**config.mk**
```make
export PLATFORM = sky130hd
export DESIGN_NAME = aes_stream_packer_flat
export DESIGN_NICKNAME = d
export VERILOG_FILES = /design/src/rtl/aes_stream_if.sv /design/src/rtl/aes_stream_packer.sv /design/src/flat_wrapper.sv
export SDC_FILE = /design/constraint.sdc
export NUM_CORES = 1
export LEC_CHECK = 0
export ABC_AREA = 1
export BUFFER_PORTS_ARGS = -buffer_cell sky130_fd_sc_hd__buf_4
export CAP_MARGIN = 20
export CORE_AREA = 2 2 226 228
export CTS_CLUSTER_SIZE = 40
export DETAILED_ROUTE_END_ITERATION = 6
export DIE_AREA = 0 0 228 230
export GPL_TIMING_DRIVEN = 0
export SLEW_MARGIN = 15
export SYNTH_ARGS = -nofsm -noshare
export SYNTH_HDL_FRONTEND = slang
export SYNTH_SLANG_ARGS = --single-unit
```
**constraint.sdc**
```tcl
create_clock -name clk -period 3.8 [get_ports clk]
set_clock_uncertainty 0.05 [all_clocks]
set_input_delay 0.76 -clock clk [delete_from_list [all_inputs] [get_ports clk]]
set_output_delay 0.76 -clock clk [all_outputs]
set_load 0.05 [all_outputs]
```
**src/rtl/aes_stream_if.sv**
```systemverilog
// Plaintext/ciphertext stream bundle plus the key write port of the AES stream packer.
// Handshake: a word moves on a rising edge where valid && ready; valid is never retracted until that edge.
interface aes_stream_if #(
  parameter int NK = 4
);
  logic              key_we;
  logic [NK*32-1:0]  key_in;
  logic              key_ready;
  logic              s_valid;
  logic              s_ready;
  logic [31:0]       s_data;
  logic              m_valid;
  logic              m_ready;
  logic [31:0]       m_data;

  modport slave (
    input  key_we, key_in, s_valid, s_data, m_ready,
    output key_ready, s_ready, m_valid, m_data
  );

  modport master (
    output key_we, key_in, s_valid, s_data, m_ready,
    input  key_ready, s_ready, m_valid, m_data
  );
endinterface

```
**src/rtl/aes_stream_packer.sv**
```systemverilog
// Packs four plaintext words into a block for a combinational AES core, waits SETTLE cycles,
// captures the ciphertext and streams it back out as four words. One block in flight.
module aes_stream_packer #(
  parameter int NK     = 4,
  parameter int SETTLE = 2
) (
  input  logic              clk,
  input  logic              rst_n,
  aes_stream_if.slave       bus,
  output logic [127:0]      cipher_in,
  output logic [NK*32-1:0]  cipher_key,
  input  logic [127:0]      cipher_out,
  output logic              busy,
  output logic [1:0]        dbg_state
);

  typedef enum logic [1:0] {
    ST_FILL  = 2'd0,
    ST_WAIT  = 2'd1,
    ST_DRAIN = 2'd2
  } state_t;

  localparam logic [7:0] SETTLE_LAST = 8'(SETTLE - 1);

  state_t            state;
  state_t            state_next;
  logic [1:0]        word_cnt;
  logic [7:0]        wait_cnt;
  logic [127:0]      in_reg;
  logic [127:0]      out_reg;
  logic [NK*32-1:0]  key_reg;
  logic              s_fire;
  logic              m_fire;
  logic              key_fire;
  logic              wait_done;

  // Key only opens between blocks so it can never change under a partial or in-flight block.
  always_comb begin
    bus.s_ready   = (state == ST_FILL);
    bus.m_valid   = (state == ST_DRAIN);
    bus.key_ready = (state == ST_FILL) && (word_cnt == 2'd0);
    busy          = (state != ST_FILL);
    dbg_state     = state;
    cipher_in     = in_reg;
    cipher_key    = key_reg;
    s_fire        = bus.s_valid && bus.s_ready;
    m_fire        = bus.m_valid && bus.m_ready;
    key_fire      = bus.key_we && bus.key_ready;
    wait_done     = (wait_cnt == SETTLE_LAST);
    case (word_cnt)
      2'd0:    bus.m_data = out_reg[127:96];
      2'd1:    bus.m_data = out_reg[95:64];
      2'd2:    bus.m_data = out_reg[63:32];
      default: bus.m_data = out_reg[31:0];
    endcase
  end

  always_ff @(posedge clk or negedge rst_n) begin
    if (!rst_n) state <= ST_FILL;
    else        state <= state_next;
  end

  always_comb begin
    state_next = state;
    case (state)
      ST_FILL:  if (s_fire && word_cnt == 2'd3) state_next = ST_WAIT;
      ST_WAIT:  if (wait_done) state_next = ST_DRAIN;
      ST_DRAIN: if (m_fire && word_cnt == 2'd3) state_next = ST_FILL;
      default:  state_next = ST_FILL;
    endcase
  end

  always_ff @(posedge clk or negedge rst_n) begin
    if (!rst_n) begin
      word_cnt <= 2'd0;
      wait_cnt <= 8'd0;
      in_reg   <= '0;
      out_reg  <= '0;
      key_reg  <= '0;
    end else begin
      if (key_fire) key_reg <= bus.key_in;
      case (state)
        ST_FILL: begin
          if (s_fire) begin
            case (word_cnt)
              2'd0:    in_reg[127:96] <= bus.s_data;
              2'd1:    in_reg[95:64]  <= bus.s_data;
              2'd2:    in_reg[63:32]  <= bus.s_data;
              default: in_reg[31:0]   <= bus.s_data;
            endcase
            // The 2-bit counter wraps 3->0 exactly as the block leaves FILL.
            word_cnt <= word_cnt + 2'd1;
            if (word_cnt == 2'd3) wait_cnt <= 8'd0;
          end
        end
        ST_WAIT: begin
          wait_cnt <= wait_cnt + 8'd1;
          if (wait_done) begin
            out_reg  <= cipher_out;
            word_cnt <= 2'd0;
          end
        end
        ST_DRAIN: begin
          if (m_fire) word_cnt <= word_cnt + 2'd1;
        end
        default: begin
          word_cnt <= 2'd0;
        end
      endcase
    end
  end

endmodule

```
**src/flat_wrapper.sv**
```systemverilog
// flat-port wrapper written by rule: the top's interface ports become plain ports
module aes_stream_packer_flat 
#(
  parameter int NK     = 4,
  parameter int SETTLE = 2
)
  (clk, rst_n, cipher_in, cipher_key, cipher_out, busy, dbg_state, bus_key_we, bus_key_in, bus_s_valid, bus_s_data, bus_m_ready, bus_key_ready, bus_s_ready, bus_m_valid, bus_m_data);
  aes_stream_if #(.NK(NK)) bus_i ();
  input  logic clk;
  input  logic rst_n;
  output logic [127:0] cipher_in;
  output logic [NK*32-1:0] cipher_key;
  input  logic [127:0] cipher_out;
  output logic busy;
  output logic [1:0] dbg_state;
  input wire logic [$bits(bus_i.key_we)-1:0] bus_key_we;
  input wire logic [$bits(bus_i.key_in)-1:0] bus_key_in;
  input wire logic [$bits(bus_i.s_valid)-1:0] bus_s_valid;
  input wire logic [$bits(bus_i.s_data)-1:0] bus_s_data;
  input wire logic [$bits(bus_i.m_ready)-1:0] bus_m_ready;
  output wire logic [$bits(bus_i.key_ready)-1:0] bus_key_ready;
  output wire logic [$bits(bus_i.s_ready)-1:0] bus_s_ready;
  output wire logic [$bits(bus_i.m_valid)-1:0] bus_m_valid;
  output wire logic [$bits(bus_i.m_data)-1:0] bus_m_data;
  assign bus_i.key_we = bus_key_we;
  assign bus_i.key_in = bus_key_in;
  assign bus_i.s_valid = bus_s_valid;
  assign bus_i.s_data = bus_s_data;
  assign bus_i.m_ready = bus_m_ready;
  assign bus_key_ready = bus_i.key_ready;
  assign bus_s_ready = bus_i.s_ready;
  assign bus_m_valid = bus_i.m_valid;
  assign bus_m_data = bus_i.m_data;
  aes_stream_packer #(.NK(NK), .SETTLE(SETTLE)) u_core (.clk(clk), .rst_n(rst_n), .bus(bus_i), .cipher_in(cipher_in), .cipher_key(cipher_key), .cipher_out(cipher_out), .busy(busy), .dbg_state(dbg_state));
endmodule
```
==> flow_summary_export.csv <==
group,metric,value,unit
route,avgRoutedWirePerCell,19.4,um
sta,rsz0062_at_grt,"false",
worst_setup_path,reg2reg_depth,9,
grt,antenna_found_initial,7,
sta,fin_crit_sh,0.970,
sta,setup_tns,0,ns
worst_setup_path,timing.rr.start,"u_core.word_cnt[0]$_DFFE_PN0P_",
grt,grt_use_total,0.229,
sta,final-setup-viol-count,0,
flow_run,drv_cap,0,
placement,io_buffers,585,
power,irDropWorstVdd,0.891,mV
worst_hold_path,hp-class,"in2async",
power,p_leak,12.3,nW
synthesis,synth-edff-count,0,
floorplanning,die_h,230,um
worst_setup_path,r2r_setup_slack,1.44,ns
worst_setup_path,start_kind,"flip-flop",
floorplanning,pin_count,587,
route,drtIter0Drc,1112,
worst_setup_path,cp_data_arrival_time,2.88,ns
route,remaining_drc_errors,0,
synthesis,avgSynthCellArea,8.85,um^2
synthesis,async_flop_share,1.00,
floorplanning,coreArea,49900,um^2
synthesis,synthFlopType,"dfrtp_1",
power,power.density,1160,nW/um^2
synthesis,synthesis.area,16300,um^2
clock_tree,postCtsSetupBuffers,0,
clock_tree,clkSlewWorstSetupHoldPaths,0.05,ns
route,viasPerCell,4.86,
worst_setup_path,critPathMaxFanout,10,
sta,timing.hold.ws,0.0365,ns
worst_setup_path,reg2reg_to,"u_core.cipher_key[73]$_DFFE_PN0P_",
grt,grt_overflow_total,0,
sta,max-slew-margin-rel,0.566,
synthesis,ys_types,23,
worst_setup_path,worstSetupEndpoint,"bus_m_data[21]",
route,final_antenna_net_count,0,
worst_setup_path,endpoint_kind,"output pin",
final_layout,syn_to_final_growth,42.3,%
sta,hold_viol,0,
final_layout,drive_gt1_frac,0.300,
worst_setup_path,critPathRequiredTime,2.99,ns
synthesis,yosysWarningCount,0,
sta,min_period,3.69,ns
synthesis,ys_top_cells_by_area,"dfrtp_1 61%, nand2_1 17%, nand3_1 8.2%",
synthesis,syn-instance-count,1842,
grt,grt_pass1_vias,15400,
sta,fmax,0.271,GHz
route,vias,15500,
clock_tree,cts_tree,"built",
placement,gp_congestion,0.949,
floorplanning,dieArea,52400,um^2
clock_tree,cts_buffer_depth,3,
synthesis,yosysMostFrequentCell,"nand2_1",
sta,slew_viol_final,0,
power,p_total,26.9,mW
sta,worst_pin_slew,0.651,ns
clock_tree,cts.htree.levels,2,
placement,place.detailed.hpwl,46500,um
status,outcome,"completed",
clock_tree,cts_sinks,396,
route,dr.pass1.iters,5,
route,wirelength,61900,um
floorplanning,fp.dieW,228,um
final_layout,nets,2777,
clock_tree,clock_latency,0.58,ns
synthesis,yosys_register_bits,396,
floorplanning,rows,82,
synthesis,synth.top_cell.area_share,0.608,
clock_tree,cts_buffers,45,
grt,grt_pass1_wl,93200,um
floorplanning,start_util,0.327,
synthesis,synth_top_cell_by_area,"dfrtp_1",
clock_tree,cts_root_buf,"clkbuf_16",
final_layout,fill_cells,4910,
worst_setup_path,setup.worst_path.class,"reg2out",
synthesis,ys_seq_area_frac,0.608,
grt,grt_max_degree,106,
synthesis,syn_nets,2141,
worst_setup_path,critical_path.startpoint,"u_core.word_cnt[0]$_DFFE_PN0P_",
synthesis,yosys-top-cells-count,"734 x nand2_1, 396 x dfrtp_1, 268 x nand3_1",
==> cell usage in the layout, fill, tap and decap left out, types with 6 or more instances in the layout <==
master / count
a21oi_1: 33
a31oi_1: 32
buf_2: 49
buf_4: 603
buf_6: 13
clkbuf_1: 50
clkbuf_16: 47
clkbuf_2: 6
clkbuf_8: 9
dfrtp_1: 396
diode_2: 7
ha_1: 6
inv_1: 53
nand2_1: 734
nand3_1: 268
nor2_1: 44
o21ai_0: 104
o21ai_1: 32
==> what timing repair did <==
item,4_1_cts,5_1_grt
resized for setup,3,13
hold buffers,0,0
endpoints found under the setup margin,7,7
gates cloned,0,0
==> where the power goes <==
part           total [mW]  internal (mW)  switching (mW)
Combinational        14.9           4.12            10.7
Sequential           7.53           6.29            1.24
Clock                4.48           2.70            1.79
Total                26.9           13.1            13.8
==> cell type report <==
| type | instances | area, um^2 | area share |
|---|---|---|---|
| diodes | 7 | 17.5 | 0.000756 |
| plain buffers | 130 | 726 | 0.0313 |
| clock buffers | 64 | 1330 | 0.0574 |
| clock inverters | 13 | 179 | 0.00772 |
| inverters | 55 | 206 | 0.00891 |
| multi-input cells | 1261 | 5460 | 0.236 |
| flip-flops and latches | 396 | 9910 | 0.427 |
| well taps | 672 | 841 | 0.0363 |
| repair buffers | 589 | 4510 | 0.195 |
==> metal layers <==
layer  share of wire  up-vias  wire, um  global-route usage
met5               0        -         0                   0
met3           0.084      131      5200              0.0671
li1                -     7227         -                   -
met4           0.038        0      2350              0.0935
met1            0.40     7491     24700               0.285
met2            0.48      646     29700               0.375
==> worst min path at each step <==
| stage | from | endpoint | cells after the start |
|---|---|---|---|
| 5_1_grt | rst_n | u_core.out_reg[119]$_DFFE_PN0P_ | 1 |
| 3_3_place_gp | u_core.cipher_key[62]$_DFFE_PN0P_ | u_core.cipher_key[62]$_DFFE_PN0P_ | 2 |
| 3_5_place_dp | u_core.out_reg[107]$_DFFE_PN0P_ | u_core.out_reg[107]$_DFFE_PN0P_ | 2 |
| 4_1_cts | rst_n | u_core.out_reg[22]$_DFFE_PN0P_ | 1 |
| 2_1_floorplan | u_core.out_reg[32]$_DFFE_PN0P_ | u_core.out_reg[32]$_DFFE_PN0P_ | 2 |
| 6_report | rst_n | u_core.out_reg[49]$_DFFE_PN0P_ | 1 |
==> worst max-delay path, stage by stage (launching register included) <==
cell	delay (ns)
dfrtp_1	0.43
ha_1	0.17
clkbuf_1	0.48
clkbuf_1	0.57
a21oi_1	0.08
a31oi_1	0.30
buf_4	0.27
==> stage by stage <==
step | setup slack (ns) | cells | instance area [um^2] | utilization
floorplan | 0.952 | 1842 | 16300 | -
global placement | -2.09 | 3099 | 21500 | 0.432
detailed placement | 0.527 | 3103 | 21600 | 0.434
CTS | 0.0797 | 3180 | 23200 | 0.464
global route | 0.0395 | 3187 | 23200 | 0.465
finish | 0.113 | 3187 | 23200 | 0.465
==> kinds of logic (layout without fill, tap and decap cells) <==
kind of cell    Yosys count  count (layout)  synth area share
flops                   396             396             0.608
buf+inv                 185             851            0.0565
compound gates          202             202            0.0646
other cells               0               7                 0
fa+ha+maj                 6               6           0.00461
simple gates           1053            1053             0.266
Note: power is estimated with default switching activity, not from simulation.
